===== src/rtl/axil_pkg.sv =====
// Shared AXI4-Lite slave definitions: response codes, the write/read handshake
// FSM state types, and the byte-strobe merge helper.
package axil_pkg;

  localparam logic [1:0] AXI_RESP_OKAY   = 2'b00;
  localparam logic [1:0] AXI_RESP_SLVERR = 2'b10;

  typedef enum logic [1:0] {
    W_IDLE,
    W_HAVE_ADDR,
    W_HAVE_DATA,
    W_RESP
  } axil_wr_state_e;

  typedef enum logic {
    R_IDLE,
    R_VALID
  } axil_rd_state_e;

  // Replace each byte of old_w whose strobe bit is set with the matching byte of new_w.
  function automatic logic [31:0] strb_merge(input logic [31:0] old_w,
                                             input logic [31:0] new_w,
                                             input logic [3:0]  strb);
    logic [31:0] merged;
    merged = old_w;
    for (int unsigned b = 0; b < 4; b++) begin
      if (strb[b]) merged[8*b +: 8] = new_w[8*b +: 8];
    end
    return merged;
  endfunction

endpackage


===== src/rtl/axil_shadow_regfile.sv =====
// AXI4-Lite register file with staging/active shadowing.
// Host writes land in staging registers. Active registers (regs_out) follow
// staging either on every write (COMMIT_MODE=0) or only at frame_start
// (COMMIT_MODE=1), so fabric consumers never see a mid-frame change.
// Ports:
//   aclk, areset           clock, asynchronous active-high reset
//   s_axi_lite_aw*/w*/b*   AXI4-Lite write channels (byte strobes, OKAY/SLVERR)
//   s_axi_lite_ar*/r*      AXI4-Lite read channels (1-cycle read latency)
//   frame_start            start-of-frame pulse, commit point in mode 1
//   status_in              live read-only status words, word i at [32*i+:32]
//   regs_out               active registers, reg i at [32*i+:32]
//   pending                staging written but not yet committed
//   commit_pulse           high the cycle the active registers show new contents
module axil_shadow_regfile
  import axil_pkg::*;
#(
  parameter int unsigned                 REG_COUNT    = 8,
  parameter int unsigned                 STATUS_COUNT = 2,
  parameter int unsigned                 ADDR_WIDTH   = 8,
  parameter int unsigned                 COMMIT_MODE  = 1,
  parameter logic [REG_COUNT*32-1:0]     RESET_VALUE  = '0
) (
  input  logic                         aclk,
  input  logic                         areset,
  input  logic [ADDR_WIDTH-1:0]        s_axi_lite_awaddr,
  input  logic                         s_axi_lite_awvalid,
  output logic                         s_axi_lite_awready,
  input  logic [31:0]                  s_axi_lite_wdata,
  input  logic [3:0]                   s_axi_lite_wstrb,
  input  logic                         s_axi_lite_wvalid,
  output logic                         s_axi_lite_wready,
  output logic [1:0]                   s_axi_lite_bresp,
  output logic                         s_axi_lite_bvalid,
  input  logic                         s_axi_lite_bready,
  input  logic [ADDR_WIDTH-1:0]        s_axi_lite_araddr,
  input  logic                         s_axi_lite_arvalid,
  output logic                         s_axi_lite_arready,
  output logic [31:0]                  s_axi_lite_rdata,
  output logic [1:0]                   s_axi_lite_rresp,
  output logic                         s_axi_lite_rvalid,
  input  logic                         s_axi_lite_rready,
  input  logic                         frame_start,
  input  logic [32*STATUS_COUNT-1:0]   status_in,
  output logic [32*REG_COUNT-1:0]      regs_out,
  output logic                         pending,
  output logic                         commit_pulse
);

  localparam int unsigned IDX_W = ADDR_WIDTH - 2;

  axil_wr_state_e w_state, w_next;
  axil_rd_state_e r_state, r_next;

  logic [31:0] staging [REG_COUNT];
  logic [31:0] active  [REG_COUNT];

  logic [IDX_W-1:0] aw_idx_q;
  logic [31:0]      w_data_q;
  logic [3:0]       w_strb_q;
  logic [1:0]       bresp_q;
  logic [31:0]      rdata_q;
  logic [1:0]       rresp_q;

  logic [IDX_W-1:0] aw_idx_in, ar_idx_in, wr_idx;
  logic [31:0]      wr_data;
  logic [3:0]       wr_strb;
  logic             do_write, wr_hit, commit_now;
  logic [31:0]      rd_data_nxt;
  logic [1:0]       rd_resp_nxt;

  // Address bits [1:0] carry no information for word-wide registers.
  logic unused_addr_lsbs;
  assign unused_addr_lsbs = &{1'b0, s_axi_lite_awaddr[1:0], s_axi_lite_araddr[1:0]};

  assign aw_idx_in = s_axi_lite_awaddr[ADDR_WIDTH-1:2];
  assign ar_idx_in = s_axi_lite_araddr[ADDR_WIDTH-1:2];

  // Write address/data come from the latch when that half arrived earlier.
  assign wr_idx  = (w_state == W_HAVE_ADDR) ? aw_idx_q : aw_idx_in;
  assign wr_data = (w_state == W_HAVE_DATA) ? w_data_q : s_axi_lite_wdata;
  assign wr_strb = (w_state == W_HAVE_DATA) ? w_strb_q : s_axi_lite_wstrb;
  assign wr_hit  = 32'(wr_idx) < REG_COUNT;

  // Mode 1 commit uses the pre-write staging contents, so a write landing on
  // the frame_start edge stays pending for the following frame.
  assign commit_now = (COMMIT_MODE != 0) && frame_start && pending;

  always_comb begin
    w_next             = w_state;
    s_axi_lite_awready = 1'b0;
    s_axi_lite_wready  = 1'b0;
    do_write           = 1'b0;
    case (w_state)
      W_IDLE: begin
        s_axi_lite_awready = 1'b1;
        s_axi_lite_wready  = 1'b1;
        if (s_axi_lite_awvalid && s_axi_lite_wvalid) begin
          do_write = 1'b1;
          w_next   = W_RESP;
        end else if (s_axi_lite_awvalid) begin
          w_next = W_HAVE_ADDR;
        end else if (s_axi_lite_wvalid) begin
          w_next = W_HAVE_DATA;
        end
      end
      W_HAVE_ADDR: begin
        s_axi_lite_wready = 1'b1;
        if (s_axi_lite_wvalid) begin
          do_write = 1'b1;
          w_next   = W_RESP;
        end
      end
      W_HAVE_DATA: begin
        s_axi_lite_awready = 1'b1;
        if (s_axi_lite_awvalid) begin
          do_write = 1'b1;
          w_next   = W_RESP;
        end
      end
      W_RESP: begin
        if (s_axi_lite_bready) w_next = W_IDLE;
      end
      default: w_next = W_IDLE;
    endcase
  end

  always_comb begin
    r_next             = r_state;
    s_axi_lite_arready = (r_state == R_IDLE);
    case (r_state)
      R_IDLE:  if (s_axi_lite_arvalid) r_next = R_VALID;
      R_VALID: if (s_axi_lite_rready)  r_next = R_IDLE;
      default: r_next = R_IDLE;
    endcase
  end

  always_comb begin
    rd_data_nxt = '0;
    rd_resp_nxt = AXI_RESP_SLVERR;
    for (int unsigned i = 0; i < REG_COUNT; i++) begin
      if (32'(ar_idx_in) == i) begin
        rd_data_nxt = staging[i];
        rd_resp_nxt = AXI_RESP_OKAY;
      end
    end
    for (int unsigned i = 0; i < STATUS_COUNT; i++) begin
      if (32'(ar_idx_in) == REG_COUNT + i) begin
        rd_data_nxt = status_in[32*i +: 32];
        rd_resp_nxt = AXI_RESP_OKAY;
      end
    end
  end

  always_ff @(posedge aclk or posedge areset) begin
    if (areset) begin
      w_state      <= W_IDLE;
      r_state      <= R_IDLE;
      aw_idx_q     <= '0;
      w_data_q     <= '0;
      w_strb_q     <= '0;
      bresp_q      <= AXI_RESP_OKAY;
      rdata_q      <= '0;
      rresp_q      <= AXI_RESP_OKAY;
      pending      <= 1'b0;
      commit_pulse <= 1'b0;
      for (int unsigned i = 0; i < REG_COUNT; i++) begin
        staging[i] <= RESET_VALUE[32*i +: 32];
        active[i]  <= RESET_VALUE[32*i +: 32];
      end
    end else begin
      w_state <= w_next;
      r_state <= r_next;

      if (s_axi_lite_awvalid && s_axi_lite_awready) aw_idx_q <= aw_idx_in;
      if (s_axi_lite_wvalid && s_axi_lite_wready) begin
        w_data_q <= s_axi_lite_wdata;
        w_strb_q <= s_axi_lite_wstrb;
      end

      if (do_write) bresp_q <= wr_hit ? AXI_RESP_OKAY : AXI_RESP_SLVERR;

      if (s_axi_lite_arvalid && s_axi_lite_arready) begin
        rdata_q <= rd_data_nxt;
        rresp_q <= rd_resp_nxt;
      end

      for (int unsigned i = 0; i < REG_COUNT; i++) begin
        if (do_write && 32'(wr_idx) == i)
          staging[i] <= strb_merge(staging[i], wr_data, wr_strb);
        if (COMMIT_MODE == 0) begin
          if (do_write && 32'(wr_idx) == i)
            active[i] <= strb_merge(staging[i], wr_data, wr_strb);
        end else if (commit_now) begin
          active[i] <= staging[i];
        end
      end

      if (COMMIT_MODE != 0) begin
        if (do_write && wr_hit && (wr_strb != 4'b0000)) pending <= 1'b1;
        else if (commit_now)                              pending <= 1'b0;
        commit_pulse <= commit_now;
      end else begin
        commit_pulse <= do_write && wr_hit;
      end
    end
  end

  always_comb begin
    regs_out = '0;
    for (int unsigned i = 0; i < REG_COUNT; i++) regs_out[32*i +: 32] = active[i];
  end

  assign s_axi_lite_bvalid = (w_state == W_RESP);
  assign s_axi_lite_bresp  = bresp_q;
  assign s_axi_lite_rvalid = (r_state == R_VALID);
  assign s_axi_lite_rdata  = rdata_q;
  assign s_axi_lite_rresp  = rresp_q;

endmodule


===== config.mk =====
export PLATFORM = sky130hd
export DESIGN_NAME = axil_shadow_regfile
export DESIGN_NICKNAME = d
export VERILOG_FILES = /design/src/rtl/axil_pkg.sv /design/src/rtl/axil_shadow_regfile.sv
export SDC_FILE = /design/constraint.sdc
export NUM_CORES = 1
export LEC_CHECK = 0
export ABC_CLOCK_PERIOD_IN_PS = 20200
export CAP_MARGIN = 20
export CORE_UTILIZATION = 25
export CTS_CLUSTER_SIZE = 8
export DETAILED_ROUTE_END_ITERATION = 6
export PLACE_DENSITY_LB_ADDON = 0.3
export SLEW_MARGIN = 20
export SYNTH_ARGS = -nofsm -noshare
export SYNTH_HDL_FRONTEND = slang
export SYNTH_SLANG_ARGS = --single-unit
export TNS_END_PERCENT = 20

===== constraint.sdc =====
create_clock -name aclk -period 20.2 [get_ports aclk]
set_input_delay 3.03 -clock aclk [delete_from_list [all_inputs] [get_ports aclk]]
set_output_delay 3.03 -clock aclk [all_outputs]
set_load 0.005 [all_outputs]

==> results.cfg <==
[sta]
skew_ps = 21.2
fin_crit_ps = 6050
relSlewSlack_pct = 23.7
setup_slack_ps = 14150
fin_crit_sh_pct = 30.0
setup_violations = 0
drv_slew = 0
rsz0062_at_grt = no
tightestPinTransition_ps = 1140
fmax_ghz = 0.165
final_hold_viol_count = 0
setup_tns_ps = 0

[place]
gp_congestion = 0.776
place_hpwl_um = 63000
dp_slack_ps = 13080
port_buffers = 416
place_inst = 3513

[synth]
synth.most_common_cell = dfrtp_1
ys_top_cells_by_count = 593 x dfrtp_1, 564 x mux2_2, 68 x nand2_1
ys_ff_latch = 593
synth_compound_area_share_pct = 6.17
synth_area_per_cell_um2 = 14.3
ys_warn_count = 0
synth_adder_area_share_pct = 0.195
synth_xor_area_share_pct = 0
synth_edf_count = 0
netlist_area_um2 = 25600
synth_cells = 1789
synth_top_area_share_pct = 57.9
ys.flop_type = dfrtp_1
async_flop_share_pct = 100
synthSimpleGateAreaFrac_pct = 4.49
synth_mux_area_share_pct = 29.1
synth_top_cell_by_area = dfrtp_1
post_synth_num_cell_types = 47
synth_area_leaders = dfrtp_1 58%, mux2_2 25%, mux4_2 2.7%, mux2i_1 1.6%, nor3_2 1.3%
ys_seq_area_share_pct = 57.9
synth_top_family_by_area = multiplexers

[power_and_ir_drop]
leakage_nw = 15.1
ir_worst_vdd_uv = 63.6
p_total_mw = 3.97
p_per_area_nw_per_um2 = 118

[floorplan]
rows = 117
die_w_um = 322
die_y_um = 322
start_util_pct = 25.2
coreArea_um2 = 102000
fp.dieArea_um2 = 104000
num_io_pins = 423

[clock_network]
cts-root-buf = clkbuf_16
insertion_delay_ps = 640
clock_path_buffers = 3
cts_resized = 0
hold_buffers = 0
cts_made_buffers = 85
cts_sinks = 593
cts_setup_buffers = 0
cts.clk_slew.worst_paths_ps = 50
cts_tree = yes
h-tree-depth = 3

[grt]
gr-total-overflow = 0
grt_pass1_vias = 18888
grt_pass1_wl_um = 135000
antenna_found_initial = 9
grt_max_degree = 122
gr-usage-all-layers_pct = 18.0

[setup_path]
path_class = in -> reg
crit_fanout = 32
start_kind = input pin
required_ps = 20720
critical_path_arrival_ps = 6570
end_kind = register

[drt]
num_vias = 17391
drt_iter0_drc = 998
wl_per_cell_um = 26.0
post-route-drc-count = 0
viasPerCell = 4.81
dr.pass1.iters = 5
ant_nets = 0
routed_wl_um = 93900

[flow_run]
cap_violations = 0

[worst_hold_path]
worstHoldPathType = reg -> reg

[status]
status = finished clean

[final_layout]
instances_no_fill = 3612
finalNetCount = 2360
area_growth_pct = 31.8
layout-drive-gt1-share_pct = 35.0
[cells by family after synthesis]
logic type / count (synthesis)
AND/OR/NAND/NOR: 195
multiplexers: 635
adder cells (fa/ha/maj): 4
buffers and inverters: 134
AO/OA/AOI/OAI: 227
flip-flops: 593
other: 1
[cells in the final DEF, fill, tap and decap left out, drive strengths merged, types with 4 or more instances in the layout]
cell type      Yosys  layout
dfrtp            593     593
mux2             564     564
clkdlybuf4s50      0     414
clkbuf            63      91
nand2             68      68
o21ai             65      65
nor3              50      50
buf               38      42
mux2i             40      40
o22ai             39      39
inv               33      36
mux4              31      31
a221oi            29      29
nor2b             26      26
a211oi            24      24
nor2              15      15
a221o             14      14
a21o              12      12
o31ai             12      12
nand3              9       9
o2bb2ai            7       7
a21oi              7       7
a31oi              6       6
nor3b              6       6
o21bai             5       5
ha                 4       4
nand2b             4       4
[critical path, cell delays in order]
cell	delay (ps)
clkdlybuf4s50_1	850
nor4b_4	440
buf_4	610
and3_2	970
a221oi_1	250
a221o_1	370
[state kept, by name, summed over array words and instances, names as in the netlist]
signal	flops
w_state	2
regs_out	256
staging	256
w_data_q	32
s_axi_lite_bresp	1
aw_idx_q	6
pending	1
commit_pulse	1
s_axi_lite_rdata	32
w_strb_q	4
s_axi_lite_rresp	1
s_axi_lite_rvalid	1
[metal layers]
metal  share of wire [%]  GRT usage, %
met1                  44          23.3
met2                  48          29.7
met3                 5.5          4.01
met4                 2.7          5.98
met5               0.081             0
[stage by stage]
step                cell area (um2)  utilization, %  hold WS (ps)
floorplan                     25600               -           473
global placement              31400            30.9           473
detailed placement            31500            30.9           475
CTS                           33700            33.2           488
global route                  33800            33.2           505
finish                        33800            33.2           481
[report_power, final]
group	leakage [nW]	internal (mW)	switching (mW)
clock	1.12	0.771	0.518
sequential	8.12	1.47	0.209
combinational	5.89	0.546	0.457
[layout make-up]
cell class,count,area [um2]
inverter,33,139
clock buffer,91,2160
antenna,1,2.50
clock inverter,7,119
tap,1368,1710
sequential,593,14800
timing repair buffer,456,4480
fill,9963,68000
multi-input combinational,1063,10300
[final timing paths]
path,slack (ps),cells past startpoint,endpoint,start
hold reg to reg,480,2,regs_out[231],regs_out[231]
min in group asynchronous,3000,2,regs_out[28],areset
max in group asynchronous,14220,5,regs_out[211],areset
setup reg to reg,16460,7,staging[25],w_state[0]
setup / recovery,14150,6,s_axi_lite_rdata[11],s_axi_lite_araddr[5]
hold / removal,480,2,regs_out[231],regs_out[231]
No activity file was read; power rests on OpenSTA's default activity.
